===== src/rtl/flex_pts_pkg.sv =====
// Shared types and constants for the flex_pts_tx parallel-to-serial transmitter.
//   pts_state_t     : FSM state encoding (PTS_PARITY only reachable with FLEX_PTS_PARITY_EN)
//   PTS_IDLE_LEVEL  : level driven on the serial line when no frame is in flight
package flex_pts_pkg;

  typedef enum logic [1:0] {
    PTS_IDLE,
    PTS_SHIFT,
    PTS_PARITY
  } pts_state_t;

  localparam logic PTS_IDLE_LEVEL = 1'b1;

endpackage


===== src/rtl/flex_pts_if.sv =====
// Word handshake between the packet/byte logic and flex_pts_tx.
//   tx_data  : word to transmit, sampled on accept
//   tx_valid : tx_data valid
//   tx_ready : transmitter can accept a word this cycle
// master = word source, slave = transmitter.
interface flex_pts_if #(
  parameter int unsigned NUM_BITS = 8
);
  logic [NUM_BITS-1:0] tx_data;
  logic                tx_valid;
  logic                tx_ready;

  modport master (output tx_data, output tx_valid, input tx_ready);
  modport slave  (input tx_data, input tx_valid, output tx_ready);
endinterface


===== src/rtl/pts_bit_counter.sv =====
// Saturating bit counter for the transmitter's shift phase.
//   clk, rst         : clock, asynchronous active-high reset
//   clear_i          : synchronous clear to 0 (has priority)
//   count_enable_i   : increment by one, stops at MAX (no wrap)
//   count_o          : current count, width $clog2(MAX+2)
//   at_max_o         : count_o == MAX
module pts_bit_counter #(
  parameter int unsigned MAX = 7,
  localparam int unsigned CntW = $clog2(MAX + 2)
) (
  input  logic            clk,
  input  logic            rst,
  input  logic            clear_i,
  input  logic            count_enable_i,
  output logic [CntW-1:0] count_o,
  output logic            at_max_o
);

  logic [CntW-1:0] cnt_q, cnt_d;

  assign at_max_o = (cnt_q == CntW'(MAX));
  assign count_o  = cnt_q;

  always_comb begin
    cnt_d = cnt_q;
    if (clear_i) begin
      cnt_d = '0;
    end else if (count_enable_i && !at_max_o) begin
      cnt_d = cnt_q + 1'b1;
    end
  end

  always_ff @(posedge clk or posedge rst) begin
    if (rst) begin
      cnt_q <= '0;
    end else begin
      cnt_q <= cnt_d;
    end
  end

endmodule


===== src/rtl/flex_pts_tx.sv =====
// Parallel-to-serial transmitter. Accepts a NUM_BITS word over a valid/ready handshake and
// shifts it out one bit per shift_enable_i strobe; the line idles high.
//   clk, rst        : clock, asynchronous active-high reset (aborts any frame in flight)
//   shift_enable_i  : bit-rate strobe, one pulse per bit period
//   tx_io           : word handshake (slave side)
//   serial_out_o    : serial line, idle = 1
//   busy_o          : frame in progress
//   tx_done_o       : one-cycle pulse in the first idle cycle after the last bit period
// Build option: define FLEX_PTS_PARITY_EN to append an even-parity bit after the data bits.
module flex_pts_tx
  import flex_pts_pkg::*;
#(
  parameter int unsigned NUM_BITS  = 8,
  parameter bit          SHIFT_MSB = 1'b1
) (
  input  logic       clk,
  input  logic       rst,
  input  logic       shift_enable_i,
  flex_pts_if.slave  tx_io,
  output logic       serial_out_o,
  output logic       busy_o,
  output logic       tx_done_o
);

  localparam int unsigned CntW = $clog2(NUM_BITS + 1);

  pts_state_t          state_q, state_d;
  logic [NUM_BITS-1:0] shift_q, shift_d;
  logic                done_q, done_d;
  logic                load, shift, last_bit;
  logic [CntW-1:0]     bit_cnt;

  pts_bit_counter #(
    .MAX (NUM_BITS - 1)
  ) u_bit_counter (
    .clk            (clk),
    .rst            (rst),
    .clear_i        (load),
    .count_enable_i (shift),
    .count_o        (bit_cnt),
    .at_max_o       (last_bit)
  );

  // Strobes only count in SHIFT/PARITY; a strobe in the accept cycle falls in IDLE and is dropped.
  always_comb begin
    state_d        = state_q;
    load           = 1'b0;
    shift          = 1'b0;
    done_d         = 1'b0;
    tx_io.tx_ready = 1'b0;
    busy_o         = 1'b1;
    unique case (state_q)
      PTS_IDLE: begin
        tx_io.tx_ready = 1'b1;
        busy_o         = 1'b0;
        if (tx_io.tx_valid) begin
          load    = 1'b1;
          state_d = PTS_SHIFT;
        end
      end
      PTS_SHIFT: begin
        if (shift_enable_i) begin
          shift = 1'b1;
          if (last_bit) begin
`ifdef FLEX_PTS_PARITY_EN
            state_d = PTS_PARITY;
`else
            state_d = PTS_IDLE;
            done_d  = 1'b1;
`endif
          end
        end
      end
`ifdef FLEX_PTS_PARITY_EN
      PTS_PARITY: begin
        if (shift_enable_i) begin
          state_d = PTS_IDLE;
          done_d  = 1'b1;
        end
      end
`endif
      default: state_d = PTS_IDLE;
    endcase
  end

  // Shift toward the output end and back-fill with the idle level, so the register is all
  // ones again by the time the frame finishes.
  always_comb begin
    shift_d = shift_q;
    if (load) begin
      shift_d = tx_io.tx_data;
    end else if (shift) begin
      if (SHIFT_MSB) begin
        shift_d = {shift_q[NUM_BITS-2:0], PTS_IDLE_LEVEL};
      end else begin
        shift_d = {PTS_IDLE_LEVEL, shift_q[NUM_BITS-1:1]};
      end
    end
  end

`ifdef FLEX_PTS_PARITY_EN
  logic parity_q;

  always_ff @(posedge clk or posedge rst) begin
    if (rst) begin
      parity_q <= 1'b0;
    end else if (load) begin
      parity_q <= ^tx_io.tx_data;
    end
  end
`endif

  // Decoded from state so an asynchronous reset forces the idle level immediately.
  always_comb begin
    serial_out_o = PTS_IDLE_LEVEL;
    if (state_q == PTS_SHIFT) begin
      serial_out_o = SHIFT_MSB ? shift_q[NUM_BITS-1] : shift_q[0];
    end
`ifdef FLEX_PTS_PARITY_EN
    if (state_q == PTS_PARITY) begin
      serial_out_o = parity_q;
    end
`endif
  end

  always_ff @(posedge clk or posedge rst) begin
    if (rst) begin
      state_q <= PTS_IDLE;
      shift_q <= '1;
      done_q  <= 1'b0;
    end else begin
      state_q <= state_d;
      shift_q <= shift_d;
      done_q  <= done_d;
    end
  end

  assign tx_done_o = done_q;

  bit_cnt_in_range_a : assert property (@(posedge clk) disable iff (rst)
    (state_q == PTS_SHIFT) |-> (bit_cnt <= CntW'(NUM_BITS - 1)));

endmodule


===== src/flat_wrapper.sv =====
// flat-port wrapper written by rule: the top's interface ports become plain ports
module flex_pts_tx_flat import flex_pts_pkg::*;
#(
  parameter int unsigned NUM_BITS  = 8,
  parameter bit          SHIFT_MSB = 1'b1
)
  (clk, rst, shift_enable_i, serial_out_o, busy_o, tx_done_o, tx_io_tx_data, tx_io_tx_valid, tx_io_tx_ready);
  flex_pts_if #(.NUM_BITS(NUM_BITS)) tx_io_i ();
  input  logic clk;
  input  logic rst;
  input  logic shift_enable_i;
  output logic serial_out_o;
  output logic busy_o;
  output logic tx_done_o;
  input wire logic [$bits(tx_io_i.tx_data)-1:0] tx_io_tx_data;
  input wire logic [$bits(tx_io_i.tx_valid)-1:0] tx_io_tx_valid;
  output wire logic [$bits(tx_io_i.tx_ready)-1:0] tx_io_tx_ready;
  assign tx_io_i.tx_data = tx_io_tx_data;
  assign tx_io_i.tx_valid = tx_io_tx_valid;
  assign tx_io_tx_ready = tx_io_i.tx_ready;
  flex_pts_tx #(.NUM_BITS(NUM_BITS), .SHIFT_MSB(SHIFT_MSB)) u_core (.clk(clk), .rst(rst), .shift_enable_i(shift_enable_i), .tx_io(tx_io_i), .serial_out_o(serial_out_o), .busy_o(busy_o), .tx_done_o(tx_done_o));
endmodule

===== config.mk =====
export PLATFORM = sky130hd
export DESIGN_NAME = flex_pts_tx_flat
export DESIGN_NICKNAME = d
export VERILOG_FILES = /design/src/rtl/flex_pts_pkg.sv /design/src/rtl/flex_pts_if.sv /design/src/rtl/pts_bit_counter.sv /design/src/rtl/flex_pts_tx.sv /design/src/flat_wrapper.sv
export SDC_FILE = /design/constraint.sdc
export NUM_CORES = 1
export LEC_CHECK = 0
export ABC_AREA = 1
export CORE_MARGIN = 5
export CORE_UTILIZATION = 47
export DETAILED_ROUTE_END_ITERATION = 8
export GPL_ROUTABILITY_DRIVEN = 0
export PLACE_DENSITY = 0.76
export SYNTH_ARGS = -nofsm -noshare
export SYNTH_HDL_FRONTEND = slang
export SYNTH_SLANG_ARGS = --single-unit

===== constraint.sdc =====
create_clock -name clk -period 1.5 [get_ports clk]
set_clock_uncertainty 0.1 [all_clocks]
set_input_delay 0.45 -clock clk [delete_from_list [all_inputs] [get_ports clk]]
set_output_delay 0.45 -clock clk [all_outputs]
set_load 0.05 [all_outputs]

==> flow_summary.toml <==
[worst_setup_path]
slowest_delay_ps = 540
critPathKind = "reg -> out"
cp_slowest_cell = "dfstp_2"
reg2reg_slack_ps = 130
endpoint_kind = "output pin"
cp_max_fo = 2
crit_chain = "inv_2, nand2_2, buf_12"
cp.arrival_ps = 1060
required_ps = 950
path_buf_inv = 2
start_kind = "register"
crit_family = "flip-flops"

[layout]
nFillCells = 112
synthToLayoutAreaGrowth_pct = 35.8
nets = 114
multi_input_area_um2 = 285
utilization_pct = 65.6
drive_above_1_share_pct = 29.0
register_area_um2 = 362
diodes = 0

[floorplan]
die_width_um = 48.6
die_area_mm2 = 0.00237
rows = 14
dieHeight_um = 48.6
initial_utilization_pct = 48.3
io_pins = 16
coreArea_mm2 = 0.00145

[placement]
place_hpwl_um = 994
portBuffers = 15

[drt]
final_antenna_net_count = 0
vias = 576
wl_per_cell_um = 11.7
wirelength_um = 1360
routed_via_density = 4.97
dr.first_iter.drc_count = 24
drc = 0
drt_pass1_iterations = 4

[yosys]
synthFlopType = "dfstp_2"
synth-warning-count = 0
synth_edf_count = 0
synth_nets = 93
synth_seq_cells = 14
synth.avg_cell_area_um2 = 8.77
synthDistinctLibCells = 19
syn_area_um2 = 702
postSynth.asyncResetShare_pct = 100
syn_inst = 80
ys_seq_area_share_pct = 51.3

[timing]
hold_violations = 0
rsz0062_at_grt = "true"
fin_crit_ps = 1610
hold_ws_ps = 346
fin_ws_ps = -105
finalMaxSlewViolations = 0
worstMarginPinSlew_ps = 227
relSlewSlack_pct = 84.7
max_clock_freq_mhz = 623
period_share_pct = 107
setup_violations = 2

[global_route]
antenna_found_initial = 0
grt_use_total_pct = 12.0
grt_pass1_vias = 508
grt_pass1_wl_um = 2280
grt_max_degree = 21
grt_overflow = 0

[run_status]
status = "complete, but fails checks"
failed_checks = "setup timing"

[cts]
cts_made_buffers = 3
clockBufferDepth = 2
holdBufCountCts = 0
cts_max_level = 1
clkTransAtPathRegs_ps = 80
cts.sinks = 14
insertion_delay_ps = 280
clockRootBuffer = "clkbuf_4"
cts_tree = "done"

[pwr]
p_per_area_mw_per_mm2 = 1750
ir_worst_vdd_mv = 0.999
power_mw = 1.67
leakage_nw = 0.444

[worst_hold_path]
hold_path.class = "in -> async"

[flow_run]
max_cap_violations = 0
==> repair_timing <==
action / in CTS / in global routing
setup endpoints to repair: 2 / 10
pin swaps: 0 / 0
gates resized for setup: 1 / 1
buffers inserted: 2 / 0
==> cell families after synthesis <==
logic type | after synthesis | synth area share (%)
and+or+nand+nor | 28 | 21.4
DFF | 14 | 51.3
AOI/OAI and AO/OA | 23 | 16.4
buffers and inverters | 14 | 9.09
adders and majority gates | 1 | 1.78
==> power by group <==
group / internal (mW) / total (mW) / switching [mW]
Combinational: 0.330 / 0.744 / 0.415
Clock: 0.103 / 0.228 / 0.125
Sequential: 0.601 / 0.699 / 0.0981
==> synthesized netlist by cell type, types with 2 or more instances <==
cell / count / area share [%]
o21ai_0: 20 / 14
nand4_1: 3 / 2.7
nor2_4: 2 / 3.2
nand2_1: 12 / 6.4
dfstp_2: 8 / 30
o21ai_1: 3 / 2.1
nor2_1: 5 / 2.7
nand2_4: 2 / 3.2
inv_1: 10 / 5.3
dfrtp_1: 6 / 21
==> cells in the final DEF (no fill, tap or decap) <==
master and instances:
or2_2 1, nand4_1 3, ha_1 1, dfrtp_1 5
inv_4 1, clkbuf_1 1, buf_4 3, buf_12 4
nor3_1 1, dfrtp_2 1, nor2_1 5, nand3_1 1
inv_1 9, o21ai_1 3, o21ai_0 20, nand2_2 1
nand2_4 3, clkbuf_4 3, inv_2 2, nor2_4 2
dfstp_2 8, clkdlybuf4s50_1 11, nand2_1 11
==> stage by stage <==
step	setup TNS, ps	instance area, um^2	instances	setup WS [ps]
after floorplan	0	706	80	79.2
after global placement	-1950	907	110	-183
after detailed placement	-2500	907	110	-235
after CTS	-132	948	116	-111
after global routing	-199	953	116	-135
final	-124	953	116	-105
==> flip-flops by register name (all words and copies together) (netlist names) <==
signal	cells
u_core.shift_q	8
u_core.u_bit_counter.count_o	4
u_core.state_q	1
u_core.tx_done_o	1
==> tightest hold or removal path: cells and delay by family <==
kind	cells	cell delay [ps]
buffers and inverters	3	640
==> final cells by class <==
cell class,instances,area share [%]
clock buffer,4,2.76
inverter,12,4.99
multi-input combinational,52,29.9
sequential,14,37.9
tap,16,2.10
timing repair buffer,18,22.3
==> routing by layer <==
metal	GRT usage, %	routed length (um)	vias up
li1	-	-	299
met1	16.6	657	255
met2	16.7	586	18
met3	3.07	91	4
met4	6.73	25	0
met5	0	0	-
==> final timing paths <==
kind | start | end | depth (start not counted)
max reg2reg | u_core.u_bit_counter.count_o[0] | u_core.u_bit_counter.count_o[0] | 7
max | u_core.shift_q[7] | serial_out_o | 3
min in group clk | u_core.shift_q[1] | u_core.shift_q[1] | 2
min reg2reg | u_core.shift_q[1] | u_core.shift_q[1] | 2
min | rst | u_core.u_bit_counter.count_o[0] | 3
max in group asynchronous | rst | u_core.shift_q[0] | 3
No activity file was read; power rests on OpenSTA's default activity.
